### config.mk
export PLATFORM = sky130hd
export DESIGN_NAME = crypt_frame_ctrl
export DESIGN_NICKNAME = d
export VERILOG_FILES = /design/src/rtl/crypt_pkg.sv /design/src/rtl/crypt_sync_fifo.sv /design/src/rtl/crypt_frame_ctrl.sv
export SDC_FILE = /design/constraint.sdc
export NUM_CORES = 1
export LEC_CHECK = 0
export BUFFER_PORTS_ARGS = -buffer_cell sky130_fd_sc_hd__buf_2
export CORE_ASPECT_RATIO = 1.5
export CORE_UTILIZATION = 65
export DETAILED_ROUTE_END_ITERATION = 8
export GPL_TIMING_DRIVEN = 0
export PLACE_DENSITY_LB_ADDON = 0.08
export SETUP_SLACK_MARGIN = 0.02
export SYNTH_ARGS = -nofsm -noshare
export SYNTH_HDL_FRONTEND = slang
export SYNTH_SLANG_ARGS = --single-unit
### constraint.sdc
create_clock -name clk -period 9.4 [get_ports clk]
set_input_delay 1.88 -clock clk [delete_from_list [all_inputs] [get_ports clk]]
set_output_delay 1.88 -clock clk [all_outputs]
set_load 0.05 [all_outputs]
### src/rtl/crypt_pkg.sv
// -----------------------------------------------------------------------------
// crypt_pkg
// Shared types and constants for the frame-level crypt controller.
//   state_t   : controller FSM states
//   CFG_*     : configuration register addresses
//   cfg_t     : key / rotation / mode configuration bundle
//   cfg_apply : applies one config write to a cfg_t
// -----------------------------------------------------------------------------
package crypt_pkg;

    typedef enum logic [1:0] {
        GATHER     = 2'd0,
        WAIT_SPACE = 2'd1,
        BURST      = 2'd2,
        DRAIN      = 2'd3
    } state_t;

    localparam logic [1:0] CFG_K1   = 2'd0;
    localparam logic [1:0] CFG_K2   = 2'd1;
    localparam logic [1:0] CFG_K3   = 2'd2;
    localparam logic [1:0] CFG_CTRL = 2'd3;

    typedef struct packed {
        logic [7:0] k1;
        logic [7:0] k2;
        logic [7:0] k3;
        logic       mode;
        logic [2:0] rot_freq;
    } cfg_t;

    // Mode defaults to crypt (1); keys and rotation default to zero.
    localparam cfg_t CFG_RESET = '{k1: 8'h00, k2: 8'h00, k3: 8'h00,
                                   mode: 1'b1, rot_freq: 3'd0};

    function automatic cfg_t cfg_apply(cfg_t cur, logic [1:0] addr, logic [7:0] wdata);
        cfg_t nxt;
        nxt = cur;
        case (addr)
            CFG_K1:  nxt.k1 = wdata;
            CFG_K2:  nxt.k2 = wdata;
            CFG_K3:  nxt.k3 = wdata;
            default: begin
                nxt.mode     = wdata[3];
                nxt.rot_freq = wdata[2:0];
            end
        endcase
        return nxt;
    endfunction

endpackage

### src/rtl/crypt_sync_fifo.sv
// -----------------------------------------------------------------------------
// crypt_sync_fifo
// Synchronous first-word-fall-through FIFO with occupancy count.
// Ports:
//   clk, rst        : clock, asynchronous active-low reset
//   wr_en, wr_data  : push
//   rd_en, rd_data  : pop; rd_data shows the head entry combinationally
//   count           : current occupancy (0..DEPTH)
// A push and a pop in the same cycle are both performed, including when full.
// DEPTH must be a power of two so the pointers wrap naturally.
// -----------------------------------------------------------------------------
module crypt_sync_fifo #(
    parameter int WIDTH = 8,
    parameter int DEPTH = 16
) (
    input  logic                     clk,
    input  logic                     rst,
    input  logic                     wr_en,
    input  logic [WIDTH-1:0]         wr_data,
    input  logic                     rd_en,
    output logic [WIDTH-1:0]         rd_data,
    output logic [$clog2(DEPTH):0]   count
);
    localparam int AW = $clog2(DEPTH);
    localparam int CW = AW + 1;

    logic [WIDTH-1:0] mem_q [DEPTH];
    logic [AW-1:0]    wr_ptr_q, rd_ptr_q;
    logic [CW-1:0]    count_q;
    logic             full, empty, do_wr, do_rd;

    assign full  = (count_q == CW'(DEPTH));
    assign empty = (count_q == '0);
    assign do_rd = rd_en && !empty;
    assign do_wr = wr_en && (!full || do_rd);

    always_ff @(posedge clk or negedge rst) begin
        if (!rst) begin
            wr_ptr_q <= '0;
            rd_ptr_q <= '0;
            count_q  <= '0;
        end else begin
            if (do_wr) wr_ptr_q <= wr_ptr_q + 1'b1;
            if (do_rd) rd_ptr_q <= rd_ptr_q + 1'b1;
            case ({do_wr, do_rd})
                2'b10:   count_q <= count_q + 1'b1;
                2'b01:   count_q <= count_q - 1'b1;
                default: count_q <= count_q;
            endcase
        end
    end

    always_ff @(posedge clk) begin
        if (do_wr) mem_q[wr_ptr_q] <= wr_data;
    end

    assign rd_data = mem_q[rd_ptr_q];
    assign count   = count_q;

    // Callers size their traffic so this never fires; a hit means a lost byte.
    a_no_overflow: assert property (@(posedge clk) disable iff (!rst)
                                    !(wr_en && full && !do_rd));

endmodule

### src/rtl/crypt_frame_ctrl.sv
// -----------------------------------------------------------------------------
// crypt_frame_ctrl
// Frame-level owner of the shared XOR crypt pipe. Buffers one upstream frame,
// replays it to the pipe as one contiguous enable burst (so key rotation is not
// restarted mid-frame), and collects the pipe output into a framed output FIFO.
// Ports:
//   clk, rst                      : clock, asynchronous active-low reset
//   cfg_we/cfg_addr/cfg_wdata     : staging config writes (k1,k2,k3,ctrl)
//   s_valid/s_ready/s_data/s_last : upstream byte stream
//   pipe_en/pipe_din/pipe_k*/
//   pipe_rot_freq/pipe_mode       : drive to the crypt pipe (active config)
//   pipe_valid/pipe_data          : crypt pipe result (1-cycle latency)
//   m_valid/m_ready/m_data/m_last : downstream byte stream
//   frame_cnt/byte_cnt            : statistics, live only with
//                                   CRYPT_FRAME_CTRL_STATS_EN defined
// -----------------------------------------------------------------------------
module crypt_frame_ctrl
    import crypt_pkg::*;
#(
    parameter int FRAME_MAX = 16
) (
    input  logic        clk,
    input  logic        rst,
    input  logic        cfg_we,
    input  logic [1:0]  cfg_addr,
    input  logic [7:0]  cfg_wdata,
    input  logic        s_valid,
    output logic        s_ready,
    input  logic [7:0]  s_data,
    input  logic        s_last,
    output logic        pipe_en,
    output logic [7:0]  pipe_din,
    output logic [7:0]  pipe_k1,
    output logic [7:0]  pipe_k2,
    output logic [7:0]  pipe_k3,
    output logic [2:0]  pipe_rot_freq,
    output logic        pipe_mode,
    input  logic        pipe_valid,
    input  logic [7:0]  pipe_data,
    output logic        m_valid,
    input  logic        m_ready,
    output logic [7:0]  m_data,
    output logic        m_last,
    output logic [15:0] frame_cnt,
    output logic [15:0] byte_cnt
);
    localparam int             LW          = $clog2(FRAME_MAX) + 1;
    localparam logic [LW-1:0]  FRAME_MAX_L = LW'(FRAME_MAX);

    state_t        state_q, state_d;
    logic [LW-1:0] len_q, len_d;
    logic [LW-1:0] pop_cnt_q, pop_cnt_d;
    logic [LW-1:0] push_cnt_q, push_cnt_d;
    cfg_t          stage_q, act_q, act_d;
    logic          byp_valid_q;
    logic [7:0]    byp_data_q;

    logic [LW-1:0] in_count, out_count, out_free;
    logic [7:0]    in_head;
    logic [8:0]    out_head;
    logic          s_accept, in_pop, out_push, out_pop, push_last;
    logic [7:0]    push_data;

    // ---------------- FIFOs ----------------
    crypt_sync_fifo #(.WIDTH(8), .DEPTH(FRAME_MAX)) u_in_fifo (
        .clk     (clk),
        .rst     (rst),
        .wr_en   (s_accept),
        .wr_data (s_data),
        .rd_en   (in_pop),
        .rd_data (in_head),
        .count   (in_count)
    );

    crypt_sync_fifo #(.WIDTH(9), .DEPTH(FRAME_MAX)) u_out_fifo (
        .clk     (clk),
        .rst     (rst),
        .wr_en   (out_push),
        .wr_data ({push_last, push_data}),
        .rd_en   (out_pop),
        .rd_data (out_head),
        .count   (out_count)
    );

    assign s_ready  = (state_q == GATHER) && (in_count < FRAME_MAX_L);
    assign s_accept = s_valid && s_ready;
    assign out_free = FRAME_MAX_L - out_count;

    // ---------------- FSM ----------------
    always_ff @(posedge clk or negedge rst) begin
        if (!rst) begin
            state_q   <= GATHER;
            len_q     <= '0;
            pop_cnt_q <= '0;
            act_q     <= CFG_RESET;
        end else begin
            state_q   <= state_d;
            len_q     <= len_d;
            pop_cnt_q <= pop_cnt_d;
            act_q     <= act_d;
        end
    end

    always_comb begin
        state_d   = state_q;
        len_d     = len_q;
        pop_cnt_d = pop_cnt_q;
        act_d     = act_q;
        in_pop    = 1'b0;
        pipe_en   = 1'b0;
        pipe_din  = 8'h00;
        case (state_q)
            GATHER: begin
                if (s_accept) begin
                    len_d = len_q + 1'b1;
                    // Close on s_last or when the frame reaches its maximum.
                    if (s_last || (len_q == FRAME_MAX_L - 1'b1)) begin
                        state_d = WAIT_SPACE;
                        // Staging as it stood before this cycle; a write in
                        // this same cycle only reaches staging.
                        act_d   = stage_q;
                    end
                end
            end
            WAIT_SPACE: begin
                // Reserve room for the whole frame so the burst never stalls.
                if (out_free >= len_q) begin
                    state_d   = BURST;
                    pop_cnt_d = '0;
                end
            end
            BURST: begin
                in_pop    = 1'b1;
                pipe_din  = in_head;
                pipe_en   = act_q.mode;
                pop_cnt_d = pop_cnt_q + 1'b1;
                if (pop_cnt_q == len_q - 1'b1) state_d = DRAIN;
            end
            DRAIN: begin
                // len is still needed here: the frame's last push lands now.
                state_d = GATHER;
                len_d   = '0;
            end
            default: state_d = GATHER;
        endcase
    end

    // ---------------- staging config ----------------
    always_ff @(posedge clk or negedge rst) begin
        if (!rst)        stage_q <= CFG_RESET;
        else if (cfg_we) stage_q <= cfg_apply(stage_q, cfg_addr, cfg_wdata);
    end

    assign pipe_k1       = act_q.k1;
    assign pipe_k2       = act_q.k2;
    assign pipe_k3       = act_q.k3;
    assign pipe_rot_freq = act_q.rot_freq;
    assign pipe_mode     = act_q.mode;

    // ---------------- output capture ----------------
    // Bypass delays the popped byte one cycle to line up with the pipe latency.
    always_ff @(posedge clk or negedge rst) begin
        if (!rst) begin
            byp_valid_q <= 1'b0;
            byp_data_q  <= 8'h00;
            push_cnt_q  <= '0;
        end else begin
            byp_valid_q <= (state_q == BURST) && !act_q.mode;
            byp_data_q  <= in_head;
            push_cnt_q  <= push_cnt_d;
        end
    end

    always_comb begin
        out_push   = act_q.mode ? pipe_valid : byp_valid_q;
        push_data  = act_q.mode ? pipe_data  : byp_data_q;
        push_last  = (LW'(push_cnt_q + 1'b1) == len_q);
        push_cnt_d = push_cnt_q;
        if (out_push) push_cnt_d = push_last ? '0 : push_cnt_q + 1'b1;
    end

    // Head bits are gated so the outputs read zero when the FIFO is empty.
    assign m_valid = (out_count != '0);
    assign m_data  = m_valid ? out_head[7:0] : 8'h00;
    assign m_last  = m_valid && out_head[8];
    assign out_pop = m_valid && m_ready;

    // ---------------- statistics ----------------
`ifdef CRYPT_FRAME_CTRL_STATS_EN
    logic [15:0] frame_cnt_q, byte_cnt_q;

    always_ff @(posedge clk or negedge rst) begin
        if (!rst) begin
            frame_cnt_q <= 16'h0000;
            byte_cnt_q  <= 16'h0000;
        end else if (out_pop) begin
            byte_cnt_q <= byte_cnt_q + 16'd1;
            if (m_last) frame_cnt_q <= frame_cnt_q + 16'd1;
        end
    end

    assign frame_cnt = frame_cnt_q;
    assign byte_cnt  = byte_cnt_q;
`else
    assign frame_cnt = 16'h0000;
    assign byte_cnt  = 16'h0000;
`endif

endmodule

* Word level (Yosys, flattened, before mapping)
Memory sizes are Yosys's and may differ from the RTL's.
Index checks and enable logic that the tools add are counted.
Widths: inputs -> output; s select.
** Cells by class
- Add/subtract/negate cells :: 13
- Equal/unequal tests :: 18
- Order comparisons :: 2
- Muxes and demuxes :: 22
- Bitwise gates (word level) :: 1
- Reduce and logical (&&, ||, !) cells :: 35
** Operators with widths (number)
- $pmux 5 s2 :: 4
- $add 5x1->5 const B :: 5
- $mux 8 :: 3
- $add 4x1->4 const B :: 4
- $mux 5 :: 3
- $sub 5x1->5 const B :: 3
- $reduce_and 2->1 :: 6
- $eq 2x2->1 const B :: 5
- $eq 5x5->1 :: 2
- $eq 5x5->1 const B :: 2
- $logic_not 5->1 :: 2
- $logic_and 1x1->1 :: 9
- $eq 2x1->1 const B :: 4
- $mux 2 :: 4
- $pmux 2 s4 :: 1
- $reduce_bool 2->1 :: 4
- $mux 1 :: 7
- $eq 5x4->1 const B :: 1
- $ge 5x5->1 :: 1
- $logic_not 1->1 :: 5
- $lt 5x5->1 const B :: 1
- $reduce_bool 5->1 :: 1
- $sub 5x5->5 const A :: 1
- $logic_not 2->1 :: 2
- 7 further kinds :: 11
** Word-level totals
- Output and inout bits :: 80
- Register bits after elaboration :: 108
- Logic and storage cells :: 115
- Memories :: 2
- RAM bits :: 272
- Input port bits :: 33
** Memory list
- u_out_fifo.mem_q :: depth 16, bits a word 9, read ports 1, clocked after Yosys merged registers in 0, wr ports 1, RTL line crypt_sync_fifo.sv:27 : logic [WIDTH-1:0] mem_q [DEPTH];
- u_in_fifo.mem_q :: depth 16, bits a word 8, read ports 1, clocked after Yosys merged registers in 0, wr ports 1, RTL line crypt_sync_fifo.sv:27

* Longest topological paths before layout
Gate-level depths: netlist (run 1).
- Depth in word-level cells :: 7
- Depth in mapped cells :: 19

* Hierarchy
A second synthesis (run 1) with hierarchy kept.
** Unflattened totals
- Cell total of the unflattened synthesis :: 961
- Area, all modules :: 16473.3 sq um
** By module, submodules not included
- crypt_sync_fifo at u_out_fifo :: seq. area each 4649.5 sq um, times used 1, area each 6363.6 sq um, cells an instance 320
- crypt_sync_fifo at u_in_fifo :: seq. area each 4169.0 sq um, times used 1, area each 5944.5 sq um, cells an instance 301
- crypt_frame_ctrl :: seq. area each 2054.5 sq um, times used 1, area each 4165.2 sq um, cells an instance 340

* Least setup slack after synthesis (run 1)
No wires, ideal clock.
- Path kind :: input to register
- Start :: input port m_ready
- End :: register u_out_fifo.count_q[4], in the netlist u_out_fifo.count[4]
- Data required time :: 9.277 ns
- Setup slack :: 5.318 ns
- Arrival :: 3.960 ns
- Library setup time :: 0.123 ns
- Stages :: 14
- Buffers on the path :: 2
- Path through :: nor2b_1 -> clkbuf_1 -> inv_1 -> a21oi_2 -> inv_1 -> ha_1 -> clkbuf_1 -> xor2_1 -> ha_1 -> o211ai_1 -> a21oi_1 -> a31oi_1 -> nor2_1 -> xnor2_1
** On the way
- Word-level cells in the longest chain between the ends :: 6
** RTL lines
- from (decl) :: RTL line crypt_frame_ctrl.sv:41 : input logic m_ready,
- $logic_and 1x1->1 * :: RTL line crypt_frame_ctrl.sv:186 : assign out_pop = m_valid && m_ready;
- $logic_and 1x1->1 * :: RTL line crypt_sync_fifo.sv:34 : assign do_rd = rd_en && !empty;
- named net u_out_fifo.do_rd :: RTL line crypt_sync_fifo.sv:30 : logic full, empty, do_wr, do_rd;
- $logic_or 1x1->1 :: RTL line crypt_sync_fifo.sv:35 : assign do_wr = wr_en && (!full || do_rd);
- $logic_and 1x1->1 :: RTL line crypt_sync_fifo.sv:35
- $eq 2x1->1 / $eq 2x2->1 (equally long branches) :: RTL line crypt_sync_fifo.sv:45 : case ({do_wr, do_rd})
- $pmux 5 s2 / $reduce_bool 2->1 (equally long branches)
- to (signal assigned) :: RTL line crypt_sync_fifo.sv:46 : 2'b10: count_q <= count_q + 1'b1;
- to (signal assigned) :: RTL line crypt_sync_fifo.sv:47 : 2'b01: count_q <= count_q - 1'b1;
- to (signal assigned) :: RTL line crypt_sync_fifo.sv:48 : default: count_q <= count_q;
- to (decl) :: RTL line crypt_sync_fifo.sv:29 : logic [CW-1:0] count_q;
The timed path passes the listed nets; every way through them passes the cells marked *.
A chain may end at the register's enable or synchronous reset.

* Final worst setup path (run 1)
- Start :: register u_in_fifo.rd_ptr_q[2]
- End :: output port pipe_din[1]
** On the way
- Word-level cells in the longest chain between the ends :: 2
** RTL lines
- from (decl) :: RTL line crypt_sync_fifo.sv:28 : logic [AW-1:0] wr_ptr_q, rd_ptr_q;
- from (signal assigned) :: RTL line crypt_sync_fifo.sv:44 : if (do_rd) rd_ptr_q <= rd_ptr_q + 1'b1;
- $mem_v2 16x8
- named net in_head[1] :: RTL line crypt_frame_ctrl.sv:59 : logic [7:0] in_head;
- $mux 8 :: RTL line crypt_frame_ctrl.sv:112 : case (state_q)
- to (decl) :: RTL line crypt_frame_ctrl.sv:32 : output logic [7:0] pipe_din,
The timed path passes the listed nets, and every way through them passes these cells.

==> impl_metrics.prom, run 1 <==
# TYPE chip_impl_metric gauge
chip_impl_info{name="run_status",value="complete, no violations"} 1
chip_impl_metric{name="num_vias",unit=""} 8519
chip_impl_metric{name="synth_cell_types",unit=""} 54
chip_impl_info{name="most_repeated_cell_in_the_gate_level_netlist_after_synthesis",value="sky130_fd_sc_hd__edfxtp_1"} 1
chip_impl_metric{name="critical_path_buffer_and_inverter_count",unit=""} 3
chip_impl_metric{name="timing.slew.headroom",unit=""} 0.1443
chip_impl_info{name="tritoncts_clock_tree",value="built"} 1
chip_impl_metric{name="maximum_clock_skew_at_final_layout",unit="ps"} 21.49
chip_impl_info{name="yosys-top-cells-area",value="sky130_fd_sc_hd__edfxtp_1 (51%), sky130_fd_sc_hd__dfrtp_1 (17%), sky130_fd_sc_hd__mux4_2 (12%), sky130_fd_sc_hd__mux2_2 (2.7%), sky130_fd_sc_hd__ha_1 (2.7%)"} 1
chip_impl_metric{name="mappedNetlistArea",unit="mm^2"} 0.01602
chip_impl_metric{name="max-vdd-ir-drop",unit="mV"} 0.2737
chip_impl_metric{name="drt-wirelength-per-cell",unit="um"} 22.80
chip_impl_info{name="worstSetupStartpointType",value="register"} 1
chip_impl_metric{name="cts.clk_slew.worst_paths",unit="ps"} 60
chip_impl_info{name="worstReg2RegStart",value="u_out_fifo.count[1]"} 1
chip_impl_metric{name="final.hold.worst_slack",unit="ps"} 456.2
chip_impl_metric{name="die-width",unit="um"} 130.2
chip_impl_metric{name="critical_path.max_stage_delay",unit="ps"} 560
chip_impl_metric{name="core-area",unit="mm^2"} 0.02426
chip_impl_info{name="ys.flop_type",value="sky130_fd_sc_hd__edfxtp_1"} 1
chip_impl_metric{name="dp_hpwl",unit="um"} 23350
chip_impl_metric{name="syn-instance-count",unit=""} 965
chip_impl_metric{name="hold_buffers",unit=""} 0
chip_impl_info{name="crit_path_cell_trace",value="clkbuf_1 > clkbuf_1 > mux4_2 > mux4_2 > and2_1 > buf_2"} 1
chip_impl_metric{name="share_of_yosys_cell_area_claimed_by_the_top_area_cell_type",unit=""} 0.5098
chip_impl_metric{name="syn-mean-instance-area",unit="um^2"} 16.60
chip_impl_info{name="category_of_the_worst_setup_path_capture_point",value="primary output"} 1
chip_impl_metric{name="fin_total_pwr",unit="mW"} 6.040
chip_impl_metric{name="initial_antenna_violation_count",unit=""} 2
chip_impl_metric{name="fin_tns_setup",unit="ps"} 0
chip_impl_metric{name="crit_required",unit="ps"} 7520
chip_impl_metric{name="total_leakage_power",unit="nW"} 6.836
chip_impl_metric{name="die-area",unit="mm^2"} 0.02530
chip_impl_metric{name="drive_above_1_share",unit=""} 0.2695
chip_impl_metric{name="ys_ff_latch",unit=""} 380
chip_impl_metric{name="drtIter0Drc",unit=""} 508
chip_impl_metric{name="r2r_slack",unit="ps"} 5290
chip_impl_metric{name="worst_hold_path_cell_count",unit=""} 2
chip_impl_metric{name="maxSlewViolCount",unit=""} 0
chip_impl_metric{name="grt_start_max_net_pins",unit=""} 67
chip_impl_metric{name="p_per_area",unit="mW/mm^2"} 333.6
chip_impl_metric{name="critPathArrivalTime",unit="ps"} 3120
chip_impl_info{name="min-delay-path-class",value="reg2reg"} 1
chip_impl_metric{name="htree_levels",unit=""} 2
chip_impl_metric{name="area.growth.synth_to_final",unit="%"} 12.98
chip_impl_metric{name="design.portCount",unit=""} 113
chip_impl_info{name="grt_setup_unrepaired",value="false"} 1
chip_impl_metric{name="ff2ff_path_depth",unit=""} 19
chip_impl_metric{name="starting_utilization_of_the_core_area",unit=""} 0.6604
chip_impl_metric{name="timing.final.hold_violations",unit=""} 0
chip_impl_metric{name="post-route-period-util",unit=""} 0.5323
chip_impl_metric{name="ys.warnings.count",unit=""} 0
chip_impl_metric{name="post_cts_resized",unit=""} 0
chip_impl_metric{name="gp_routability_congestion",unit=""} 0.8430
chip_impl_metric{name="ys_seq_area_frac",unit=""} 0.6786
chip_impl_metric{name="asyncSetResetFlopFracSynth",unit=""} 0.2842
chip_impl_metric{name="period_needed",unit="ps"} 5004
chip_impl_info{name="cell_class_contributing_the_biggest_share_of_worst_path_delay",value="buffers and inverters"} 1
chip_impl_metric{name="detailedRoute.firstPassIterationCount",unit=""} 6
chip_impl_metric{name="nFillCells",unit=""} 1495
chip_impl_metric{name="die-height",unit="um"} 194.3
chip_impl_metric{name="cts_setup_buffers",unit=""} 0
chip_impl_info{name="cts.root.buffer_cell",value="sky130_fd_sc_hd__clkbuf_16"} 1
chip_impl_info{name="timing.hold.worst_endpoint",value="pipe_rot_freq[1]"} 1
chip_impl_metric{name="largest_buffer_count_on_any_clock_path",unit=""} 3
chip_impl_info{name="critPathSlowestCell",value="sky130_fd_sc_hd__clkbuf_1"} 1
chip_impl_metric{name="worst_pin_slew",unit="ps"} 1274
chip_impl_metric{name="std_cell_rows",unit=""} 70
chip_impl_info{name="synth.top_cells.by_count",value="sky130_fd_sc_hd__edfxtp_1 (272), sky130_fd_sc_hd__nand2_1 (115), sky130_fd_sc_hd__dfrtp_1 (106)"} 1
chip_impl_info{name="r2r_end",value="u_out_fifo.count[4]"} 1
chip_impl_metric{name="cts_buffers",unit=""} 35
chip_impl_info{name="worst-setup-path-type",value="reg2out"} 1
chip_impl_metric{name="clock_sinks",unit=""} 380
chip_impl_info{name="synth_largest_area_cell",value="sky130_fd_sc_hd__edfxtp_1"} 1
chip_impl_info{name="timing.hold.worst.start",value="stage_q[1]"} 1
chip_impl_metric{name="drtAntennaViolNets",unit=""} 0
chip_impl_metric{name="grt_residual_overflow",unit=""} 0
chip_impl_metric{name="grt_pass1_vias",unit=""} 8864
chip_impl_metric{name="portBuffers",unit=""} 80
chip_impl_metric{name="clock_insertion_delay_worst_skew",unit="ps"} 520
chip_impl_metric{name="number_of_flops_mapped_to_enable_cells_by_yosys",unit=""} 272
chip_impl_metric{name="grt_usage",unit=""} 0.2838
chip_impl_metric{name="cap_viol_max_count",unit=""} 0
chip_impl_metric{name="wirelength",unit="um"} 33490
chip_impl_metric{name="finalSetupViolCount",unit=""} 0
chip_impl_metric{name="grt_first_pass_wirelength",unit="um"} 51540
chip_impl_metric{name="final_core_util",unit=""} 0.7462
chip_impl_metric{name="critical_path.max_fanout",unit=""} 10
chip_impl_metric{name="remaining_drc_errors",unit=""} 0
chip_impl_metric{name="avgViaCountPerCell",unit=""} 5.799
chip_impl_metric{name="maxClockFrequency",unit="GHz"} 0.1999
chip_impl_metric{name="fin_nets",unit=""} 1186
-- cells by family (layout without fill, tap and decap cells) --
kind of cell    Yosys count  after routing  share of synthesized area
simple gates            220            220                    0.06192
buf+inv                 101            248                    0.03577
flops                   380            380                     0.6786
mux                     128            128                     0.1500
other cells               1             34                  0.0002340
compound gates           62             62                    0.02468
fa+ha+maj                36             36                    0.02858
xor+xnor                 37             37                    0.02022
-- through the flow --
step           instances  instance area, um^2  setup WS, ps
6_report            1469                18100          4397
5_1_grt             1469                18100          4309
4_1_cts             1465                18070          4366
3_5_place_dp        1402                16990          4642
3_3_place_gp        1400                16950          4597
2_1_floorplan        996                16140          5318
-- layer usage --
layer | vias to the layer above | part of all wire | track usage
met5 | - | 0 | 0
met4 | 0 | 0.032 | 0.1042
met3 | 60 | 0.044 | 0.03854
met2 | 248 | 0.56 | 0.5191
met1 | 4354 | 0.36 | 0.3356
li1 | 3857 | - | -
-- cell usage in the layout (no fill, tap or decap), drive strengths merged, types with 3 or more instances in the layout --
master / n
edfxtp: 272
buf: 132
nand2: 115
dfrtp: 106
mux4: 85
clkbuf: 78
mux2: 41
nor2: 37
ha: 35
conb: 32
inv: 27
xnor2: 26
o21ai: 22
and2: 19
a21oi: 15
nor3: 12
xor2: 11
nand3: 10
clkinv: 10
nand3b: 7
nor2b: 6
nand2b: 5
nand4: 4
o21a: 3
o31ai: 3
o311ai: 3
-- cell type report --
type	instances	area, um^2	area share
sequential	380	10870	0.6006
multi-input combinational	515	4713	0.2604
clock buffer	52	1002	0.05536
buffer	74	471.7	0.02606
timing repair buffer	84	450.4	0.02488
tap	324	405.4	0.02239
inverter	27	101.3	0.005599
clock inverter	11	80.08	0.004424
antenna	2	5.005	0.0002765
-- registers in the layout (all words and copies together), names as in the netlist, 5 cells and up --
name and cells:
u_out_fifo.mem_q 144, pipe_k3 8, len_q 5, u_out_fifo.count 5, stage_q 28, byp_data_q 8, push_cnt_q 5, pipe_k2 8
pop_cnt_q 5, u_in_fifo.mem_q 128, u_in_fifo.count 5, pipe_k1 8
-- worst register-to-register path: cells and delay by family, from the launching register on --
kind / cells / cell delay (ps)
XOR/XNOR: 2 / 310
flip-flops: 1 / 320
adder cells (fa/ha/maj): 4 / 920
buffers and inverters: 6 / 1190
AO/OA/AOI/OAI: 3 / 750
AND/OR/NAND/NOR: 4 / 530
-- power by group --
part	internal, mW	switching (mW)	total [mW]
clock network	0.768	0.584	1.35
registers	2.16	0.135	2.30
logic	0.893	1.50	2.39
total	3.82	2.22	6.04
-- worst max-delay path by stage --
stage,startpoint,to,slack [ps],depth (start not counted)
final,u_in_fifo.rd_ptr_q[2],pipe_din[1],4400,6
after global routing,u_in_fifo.rd_ptr_q[2],pipe_din[2],4310,6
after CTS,u_in_fifo.rd_ptr_q[2],pipe_din[6],4370,6
after detailed placement,m_ready,u_out_fifo.mem_q[1][1],4640,7
after global placement,m_ready,u_out_fifo.mem_q[3][4],4600,7
after floorplan,m_ready,u_out_fifo.count[4],5320,14
No activity file was read; power rests on OpenSTA's default activity.
==> run 2, diff against run 1 <==
CORE_UTILIZATION = 54   (was 65)
clock period = 4.45 ns   (was 9.4 ns; I/O delays follow)
==> impl_metrics.prom, run 2 (same netlist as run 1, synthesis figures left out) <==
# TYPE chip_impl_metric gauge
chip_impl_info{name="worstSetupStartpointType",value="register"} 1
chip_impl_info{name="min-delay-path-class",value="in2async"} 1
chip_impl_metric{name="power_switching_share",unit=""} 0.3684
chip_impl_metric{name="maxClockFrequency",unit="GHz"} 0.2473
chip_impl_metric{name="cts_buffers",unit=""} 36
chip_impl_metric{name="fin_nets",unit=""} 1184
chip_impl_metric{name="power_frac_seq",unit=""} 0.379
chip_impl_metric{name="remaining_drc_errors",unit=""} 0
chip_impl_metric{name="grt_start_max_net_pins",unit=""} 86
chip_impl_metric{name="worst_pin_slew",unit="ps"} 1251
chip_impl_metric{name="hold_buffers",unit=""} 0
chip_impl_metric{name="dp_hpwl",unit="um"} 22950
chip_impl_metric{name="total_leakage_power",unit="nW"} 6.843
chip_impl_metric{name="critPathArrivalTime",unit="ps"} 3150
chip_impl_metric{name="ff2ff_path_depth",unit=""} 19
chip_impl_metric{name="grt_first_pass_wirelength",unit="um"} 49660
chip_impl_metric{name="grt_residual_overflow",unit=""} 0
chip_impl_metric{name="timing.final.hold_violations",unit=""} 0
chip_impl_metric{name="timing.slew.headroom",unit=""} 0.1595
chip_impl_metric{name="design.portCount",unit=""} 113
chip_impl_metric{name="portBuffers",unit=""} 80
chip_impl_metric{name="p_int",unit="mW"} 8.072
chip_impl_metric{name="grt_pass1_vias",unit=""} 8470
chip_impl_metric{name="starting_utilization_of_the_core_area",unit=""} 0.5543
chip_impl_info{name="layout.cells.most_common",value="sky130_fd_sc_hd__edfxtp_1"} 1
chip_impl_metric{name="clock_insertion_delay_worst_skew",unit="ps"} 530
chip_impl_metric{name="max-vdd-ir-drop",unit="mV"} 0.5158
chip_impl_metric{name="num_vias",unit=""} 8326
chip_impl_info{name="regMostFlops",value="u_out_fifo.mem_q"} 1
chip_impl_metric{name="drt-wirelength-per-cell",unit="um"} 21.34
chip_impl_metric{name="p_per_area",unit="mW/mm^2"} 701.5
chip_impl_metric{name="clockPowerShare",unit=""} 0.227
chip_impl_info{name="topRoutingLayerUsed",value="met4"} 1
chip_impl_metric{name="drtAntennaViolNets",unit=""} 0
chip_impl_metric{name="switching_power",unit="mW"} 4.709
chip_impl_info{name="grt_setup_unrepaired",value="false"} 1
chip_impl_metric{name="die-area",unit="mm^2"} 0.03038
chip_impl_info{name="tritoncts_clock_tree",value="built"} 1
chip_impl_metric{name="std_cell_rows",unit=""} 76
chip_impl_metric{name="post-route-period-util",unit=""} 0.9086
chip_impl_metric{name="die-width",unit="um"} 142.6
chip_impl_metric{name="area.growth.synth_to_final",unit="%"} 13.70
chip_impl_metric{name="wirelength",unit="um"} 32710
chip_impl_metric{name="clock_sinks",unit=""} 380
chip_impl_metric{name="antenna_cells_inserted",unit=""} 0
chip_impl_metric{name="drive_above_1_share",unit=""} 0.2712
chip_impl_metric{name="critical_path.max_fanout",unit=""} 10
chip_impl_metric{name="m1WireLength",unit="um"} 12590
chip_impl_info{name="final_cell_mix",value="sky130_fd_sc_hd__edfxtp_1 (272), sky130_fd_sc_hd__nand2_1 (115), sky130_fd_sc_hd__dfrtp_1 (106), sky130_fd_sc_hd__mux4_2 (83), sky130_fd_sc_hd__buf_2 (83)"} 1
chip_impl_metric{name="flip_flop_count_of_the_largest_register_after_layout",unit=""} 144
chip_impl_metric{name="period_needed",unit="ps"} 4043
chip_impl_info{name="category_of_the_worst_setup_path_capture_point",value="primary output"} 1
chip_impl_info{name="cts.root.buffer_cell",value="sky130_fd_sc_hd__clkbuf_16"} 1
chip_impl_metric{name="grt_usage",unit=""} 0.2284
chip_impl_metric{name="htree_levels",unit=""} 2
chip_impl_metric{name="maxSlewViolCount",unit=""} 0
chip_impl_metric{name="fin_tns_setup",unit="ps"} 0
chip_impl_metric{name="area.sequential",unit="mm^2"} 0.01087
chip_impl_metric{name="crit_required",unit="ps"} 3560
chip_impl_metric{name="combinationalPowerShare",unit=""} 0.393
chip_impl_metric{name="final.hold.worst_slack",unit="ps"} 211.0
chip_impl_metric{name="gp_routability_congestion",unit=""} 0.8144
chip_impl_metric{name="route.met2.wl",unit="um"} 18080
chip_impl_info{name="worst-setup-path-type",value="reg2out"} 1
chip_impl_metric{name="detailedRoute.firstPassIterationCount",unit=""} 6
chip_impl_metric{name="multi_input_area",unit="mm^2"} 0.004731
chip_impl_metric{name="avgViaCountPerCell",unit=""} 5.431
chip_impl_info{name="run_status",value="complete, no violations"} 1
chip_impl_metric{name="nFillCells",unit=""} 2225
chip_impl_metric{name="drtIter0Drc",unit=""} 478
chip_impl_metric{name="maximum_clock_skew_at_final_layout",unit="ps"} 16.83
chip_impl_metric{name="detailroute.wirelength.met3",unit="um"} 1033
chip_impl_metric{name="largest_buffer_count_on_any_clock_path",unit=""} 3
chip_impl_metric{name="cap_viol_max_count",unit=""} 0
chip_impl_metric{name="finalSetupViolCount",unit=""} 0
chip_impl_metric{name="cts.clk_slew.worst_paths",unit="ps"} 60
chip_impl_info{name="largest_registers",value="u_out_fifo.mem_q: 144 flops, u_in_fifo.mem_q: 128 flops, stage_q: 28 flops"} 1
chip_impl_metric{name="core-area",unit="mm^2"} 0.02891
chip_impl_metric{name="die-height",unit="um"} 213.0
chip_impl_metric{name="initial_antenna_violation_count",unit=""} 0
## run 2: cell types whose count changed in the layout (fill, tap and decap cells not counted), moves of 2 or more
cell,previous run,this run
sky130_fd_sc_hd__nor3_1,8,6
sky130_fd_sc_hd__clkinv_2,6,4
sky130_fd_sc_hd__nor3_2,4,6
sky130_fd_sc_hd__clkbuf_4,2,0
sky130_fd_sc_hd__clkbuf_1,37,32
sky130_fd_sc_hd__diode_2,2,0
sky130_fd_sc_hd__clkinv_1,3,8
## run 2: final timing paths
check	start	to	slack (ps)
min in group clk	stage_q[6]	pipe_k3[2]	460
setup / recovery	u_in_fifo.rd_ptr_q[2]	pipe_din[3]	410
setup reg to reg	u_out_fifo.count[1]	u_out_fifo.count[4]	640
hold / removal	rst	u_in_fifo.count[0]	210
hold reg to reg	stage_q[6]	pipe_k3[2]	460
max in group asynchronous	rst	stage_q[3]	3490
## run 2: stage by stage
| stage | worst slack (ps) | util | instances | area [um^2] | total power, mW |
|---|---|---|---|---|---|
| after floorplan | 1093 | - | 996 | 16140 | 8.649 |
| after global placement | 185.4 | 0.5890 | 1466 | 17030 | 9.901 |
| after detailed placement | 341.7 | 0.5912 | 1467 | 17090 | 10.00 |
| after CTS | 308.5 | 0.6299 | 1533 | 18210 | 12.91 |
| after global routing | 189.6 | 0.6302 | 1533 | 18220 | 13.43 |
| final | 406.8 | 0.6302 | 1533 | 18220 | 12.78 |
## run 2: critical path, cell delays in order (launching register included)
cell,delay [ps]
sky130_fd_sc_hd__dfrtp_1,330
sky130_fd_sc_hd__clkbuf_1,290
sky130_fd_sc_hd__clkbuf_1,620
sky130_fd_sc_hd__mux4_2,450
sky130_fd_sc_hd__mux4_2,520
sky130_fd_sc_hd__and2_1,190
sky130_fd_sc_hd__buf_2,210
## run 2: area by class of cell
| cell class | instances | share of cell area |
|---|---|---|
| plain buffers | 74 | 0.02596 |
| clock buffers | 50 | 0.05632 |
| clock inverters | 16 | 0.005014 |
| inverters | 27 | 0.005563 |
| multi-input cells | 515 | 0.2597 |
| flip-flops and latches | 380 | 0.5968 |
| well taps | 390 | 0.02679 |
| repair buffers | 81 | 0.02383 |
## run 2: what timing repair did
item / CTS / global route
setup endpoints to repair: 0 / 2
hold endpoints to repair: 0 / 0
resized for setup: 0 / 3
setup buffers: 0 / 0
## run 2: metal layers
metal  track usage  vias to the layer above
li1              -                     3843
met1        0.2692                     4263
met2        0.4234                      159
met3       0.02848                       61
met4       0.08639                        0
met5             0                        -
## run 2: power by group through the flow
| stage | Sequential (mW) | Combinational (mW) | Clock, mW |
|---|---|---|---|
| floorplan | 5.26 | 3.39 | 0 |
| global placement | 4.91 | 4.99 | 0 |
| detailed placement | 4.92 | 5.08 | 0 |
| CTS | 4.85 | 5.10 | 2.96 |
| global route | 4.91 | 5.46 | 3.07 |
| finish | 4.85 | 5.02 | 2.91 |
==> run 3, diff against run 2 <==
REMOVE_ABC_BUFFERS = 1   (was unset)
==> impl_metrics.prom, run 3 (same netlist as run 1, synthesis figures left out) <==
# TYPE chip_impl_metric gauge
chip_impl_info{name="run_status",value="complete, no violations"} 1
chip_impl_metric{name="maximum_clock_skew_at_final_layout",unit="ps"} 16.07
chip_impl_metric{name="clockPowerShare",unit=""} 0.230
chip_impl_metric{name="critPathArrivalTime",unit="ps"} 3020
chip_impl_info{name="layout.cells.most_common",value="sky130_fd_sc_hd__edfxtp_1"} 1
chip_impl_metric{name="post-route-period-util",unit=""} 0.8782
chip_impl_metric{name="initial_antenna_violation_count",unit=""} 0
chip_impl_metric{name="avgViaCountPerCell",unit=""} 5.416
chip_impl_metric{name="drtIter0Drc",unit=""} 463
chip_impl_metric{name="cts_buffers",unit=""} 36
chip_impl_metric{name="p_per_area",unit="mW/mm^2"} 696.0
chip_impl_metric{name="die-width",unit="um"} 142.6
chip_impl_info{name="final_cell_mix",value="sky130_fd_sc_hd__edfxtp_1 (272), sky130_fd_sc_hd__nand2_1 (115), sky130_fd_sc_hd__dfrtp_1 (102), sky130_fd_sc_hd__mux4_2 (83), sky130_fd_sc_hd__buf_2 (79)"} 1
chip_impl_metric{name="grt_usage",unit=""} 0.2049
chip_impl_metric{name="design.portCount",unit=""} 113
chip_impl_metric{name="maxClockFrequency",unit="GHz"} 0.2559
chip_impl_info{name="cts.root.buffer_cell",value="sky130_fd_sc_hd__clkbuf_16"} 1
chip_impl_metric{name="combinationalPowerShare",unit=""} 0.349
chip_impl_metric{name="largest_buffer_count_on_any_clock_path",unit=""} 3
chip_impl_metric{name="grt_residual_overflow",unit=""} 0
chip_impl_metric{name="drive_above_1_share",unit=""} 0.2575
chip_impl_info{name="grt_setup_unrepaired",value="false"} 1
chip_impl_metric{name="hold_buffers",unit=""} 0
chip_impl_metric{name="crit_required",unit="ps"} 3560
chip_impl_metric{name="p_int",unit="mW"} 7.945
chip_impl_metric{name="worst_pin_slew",unit="ps"} 1074
chip_impl_metric{name="total_leakage_power",unit="nW"} 6.584
chip_impl_metric{name="maxSlewViolCount",unit=""} 0
chip_impl_metric{name="std_cell_rows",unit=""} 76
chip_impl_info{name="min-delay-path-class",value="in2async"} 1
chip_impl_metric{name="portBuffers",unit=""} 80
chip_impl_metric{name="detailedRoute.firstPassIterationCount",unit=""} 4
chip_impl_metric{name="starting_utilization_of_the_core_area",unit=""} 0.5543
chip_impl_metric{name="clock_sinks",unit=""} 380
chip_impl_metric{name="cap_viol_max_count",unit=""} 0
chip_impl_metric{name="timing.final.hold_violations",unit=""} 0
chip_impl_info{name="largest_registers",value="u_out_fifo.mem_q: 144 flops, u_in_fifo.mem_q: 128 flops, stage_q: 28 flops"} 1
chip_impl_metric{name="drt-wirelength-per-cell",unit="um"} 19.90
chip_impl_info{name="category_of_the_worst_setup_path_capture_point",value="primary output"} 1
chip_impl_metric{name="grt_start_max_net_pins",unit=""} 71
chip_impl_metric{name="layoutNonFillerInstCount",unit=""} 1462
chip_impl_info{name="tritoncts_clock_tree",value="built"} 1
chip_impl_metric{name="die-area",unit="mm^2"} 0.03038
chip_impl_metric{name="cts_setup_buffers",unit=""} 0
chip_impl_metric{name="power_frac_seq",unit=""} 0.421
chip_impl_metric{name="flip_flop_count_of_the_largest_register_after_layout",unit=""} 144
chip_impl_metric{name="dp_hpwl",unit="um"} 20360
chip_impl_metric{name="clock_insertion_delay_worst_skew",unit="ps"} 530
chip_impl_metric{name="finalSetupViolCount",unit=""} 0
chip_impl_metric{name="core-area",unit="mm^2"} 0.02891
chip_impl_metric{name="power_switching_share",unit=""} 0.3591
chip_impl_metric{name="final_cell_area",unit="mm^2"} 0.01781
chip_impl_metric{name="nFillCells",unit=""} 2173
chip_impl_info{name="regMostFlops",value="u_out_fifo.mem_q"} 1
chip_impl_metric{name="fin_nets",unit=""} 1114
chip_impl_metric{name="antenna_cells_inserted",unit=""} 0
chip_impl_metric{name="num_vias",unit=""} 7918
chip_impl_metric{name="timing.slew.headroom",unit=""} 0.2815
chip_impl_metric{name="critical_path.max_fanout",unit=""} 21
chip_impl_metric{name="switching_power",unit="mW"} 4.451
chip_impl_metric{name="cts.clk_slew.worst_paths",unit="ps"} 60
chip_impl_metric{name="htree_levels",unit=""} 2
chip_impl_metric{name="area.growth.synth_to_final",unit="%"} 11.17
chip_impl_metric{name="cell_count_after_placement",unit=""} 1397
chip_impl_metric{name="final.hold.worst_slack",unit="ps"} 348.7
chip_impl_metric{name="gp_routability_congestion",unit=""} 0.7514
chip_impl_metric{name="wirelength",unit="um"} 29100
chip_impl_metric{name="period_needed",unit="ps"} 3908
chip_impl_metric{name="grt_first_pass_wirelength",unit="um"} 46010
chip_impl_metric{name="post_cts_resized",unit=""} 0
chip_impl_metric{name="drtAntennaViolNets",unit=""} 0
chip_impl_metric{name="max-vdd-ir-drop",unit="mV"} 0.3923
chip_impl_info{name="worstReg2RegStart",value="u_out_fifo.count[1]"} 1
chip_impl_metric{name="die-height",unit="um"} 213.0
chip_impl_info{name="startpoint",value="u_out_fifo.rd_ptr_q[0]"} 1
chip_impl_info{name="worstSetupStartpointType",value="register"} 1
chip_impl_metric{name="postPlaceCellArea",unit="mm^2"} 0.01671
chip_impl_info{name="worst-setup-path-type",value="reg2out"} 1
chip_impl_metric{name="grt_pass1_vias",unit=""} 8310
chip_impl_metric{name="final_core_util",unit=""} 0.6162
chip_impl_metric{name="remaining_drc_errors",unit=""} 0
## run 3: changes by cell type in the layout (fill, tap and decap cells not counted), moves of 4 or more
cell	before	now
sky130_fd_sc_hd__buf_1	7	0
sky130_fd_sc_hd__buf_2	83	79
sky130_fd_sc_hd__buf_4	32	1
sky130_fd_sc_hd__buf_6	5	1
sky130_fd_sc_hd__clkbuf_1	32	12
sky130_fd_sc_hd__dfrtp_1	106	102
sky130_fd_sc_hd__dfrtp_2	0	4
## run 3: layer usage
metal / routed length (um) / share of wire / track usage / vias to the layer above
met3: 882 / 0.030 / 0.03364 / 51
li1: - / - / - / 3705
met4: 661 / 0.023 / 0.06563 / 0
met5: 0 / 0 / 0 / -
met2: 16150 / 0.55 / 0.3746 / 126
met1: 11410 / 0.39 / 0.2456 / 4036
## run 3: power by group through the flow
stage / Combinational, mW / Sequential [mW] / Clock [mW]
2_1_floorplan: 2.87 / 5.61 / 0
3_3_place_gp: 4.15 / 5.43 / 0
3_5_place_dp: 4.38 / 5.31 / 0
4_1_cts: 4.40 / 5.24 / 2.92
5_1_grt: 4.74 / 5.32 / 3.04
6_report: 4.32 / 5.22 / 2.85
## run 3: final timing paths
check / endpoint / cells past startpoint / slack (ps)
worst max-delay path: m_data[6] / 5 / 540
worst max register to register: u_out_fifo.count[4] / 16 / 780
max in group asynchronous: stage_q[3] / 2 / 3310
worst min-delay path: u_in_fifo.wr_ptr_q[1] / 1 / 350
worst min register to register: pipe_mode / 2 / 460
min in group clk: pipe_mode / 2 / 460
## run 3: area by class of cell
cell class,instances,area (um^2),area share
Multi-Input combinational cell,515,4747,0.2665
Timing Repair Buffer,85,501.7,0.02817
Clock inverter,13,72.57,0.004074
Inverter,27,101.3,0.005690
Clock buffer,52,1023,0.05746
Sequential cell,380,10880,0.6107
Tap cell,390,488.0,0.02740
## run 3: metrics by stage
step	power, mW	setup slack, ps	setup TNS (ps)
CTS	12.56	458.2	0
global route	13.11	353.9	0
floorplan	8.481	550.3	0
global placement	9.587	-219.8	-2081
finish	12.40	542.0	0
detailed placement	9.695	782.8	0
## run 3: worst max-delay path, stage by stage, from the launching register on
cell                      delay (ps)
sky130_fd_sc_hd__dfrtp_2         780
sky130_fd_sc_hd__buf_12          290
sky130_fd_sc_hd__mux4_2          550
sky130_fd_sc_hd__mux4_2          470
sky130_fd_sc_hd__and2_1          180
sky130_fd_sc_hd__buf_2           210
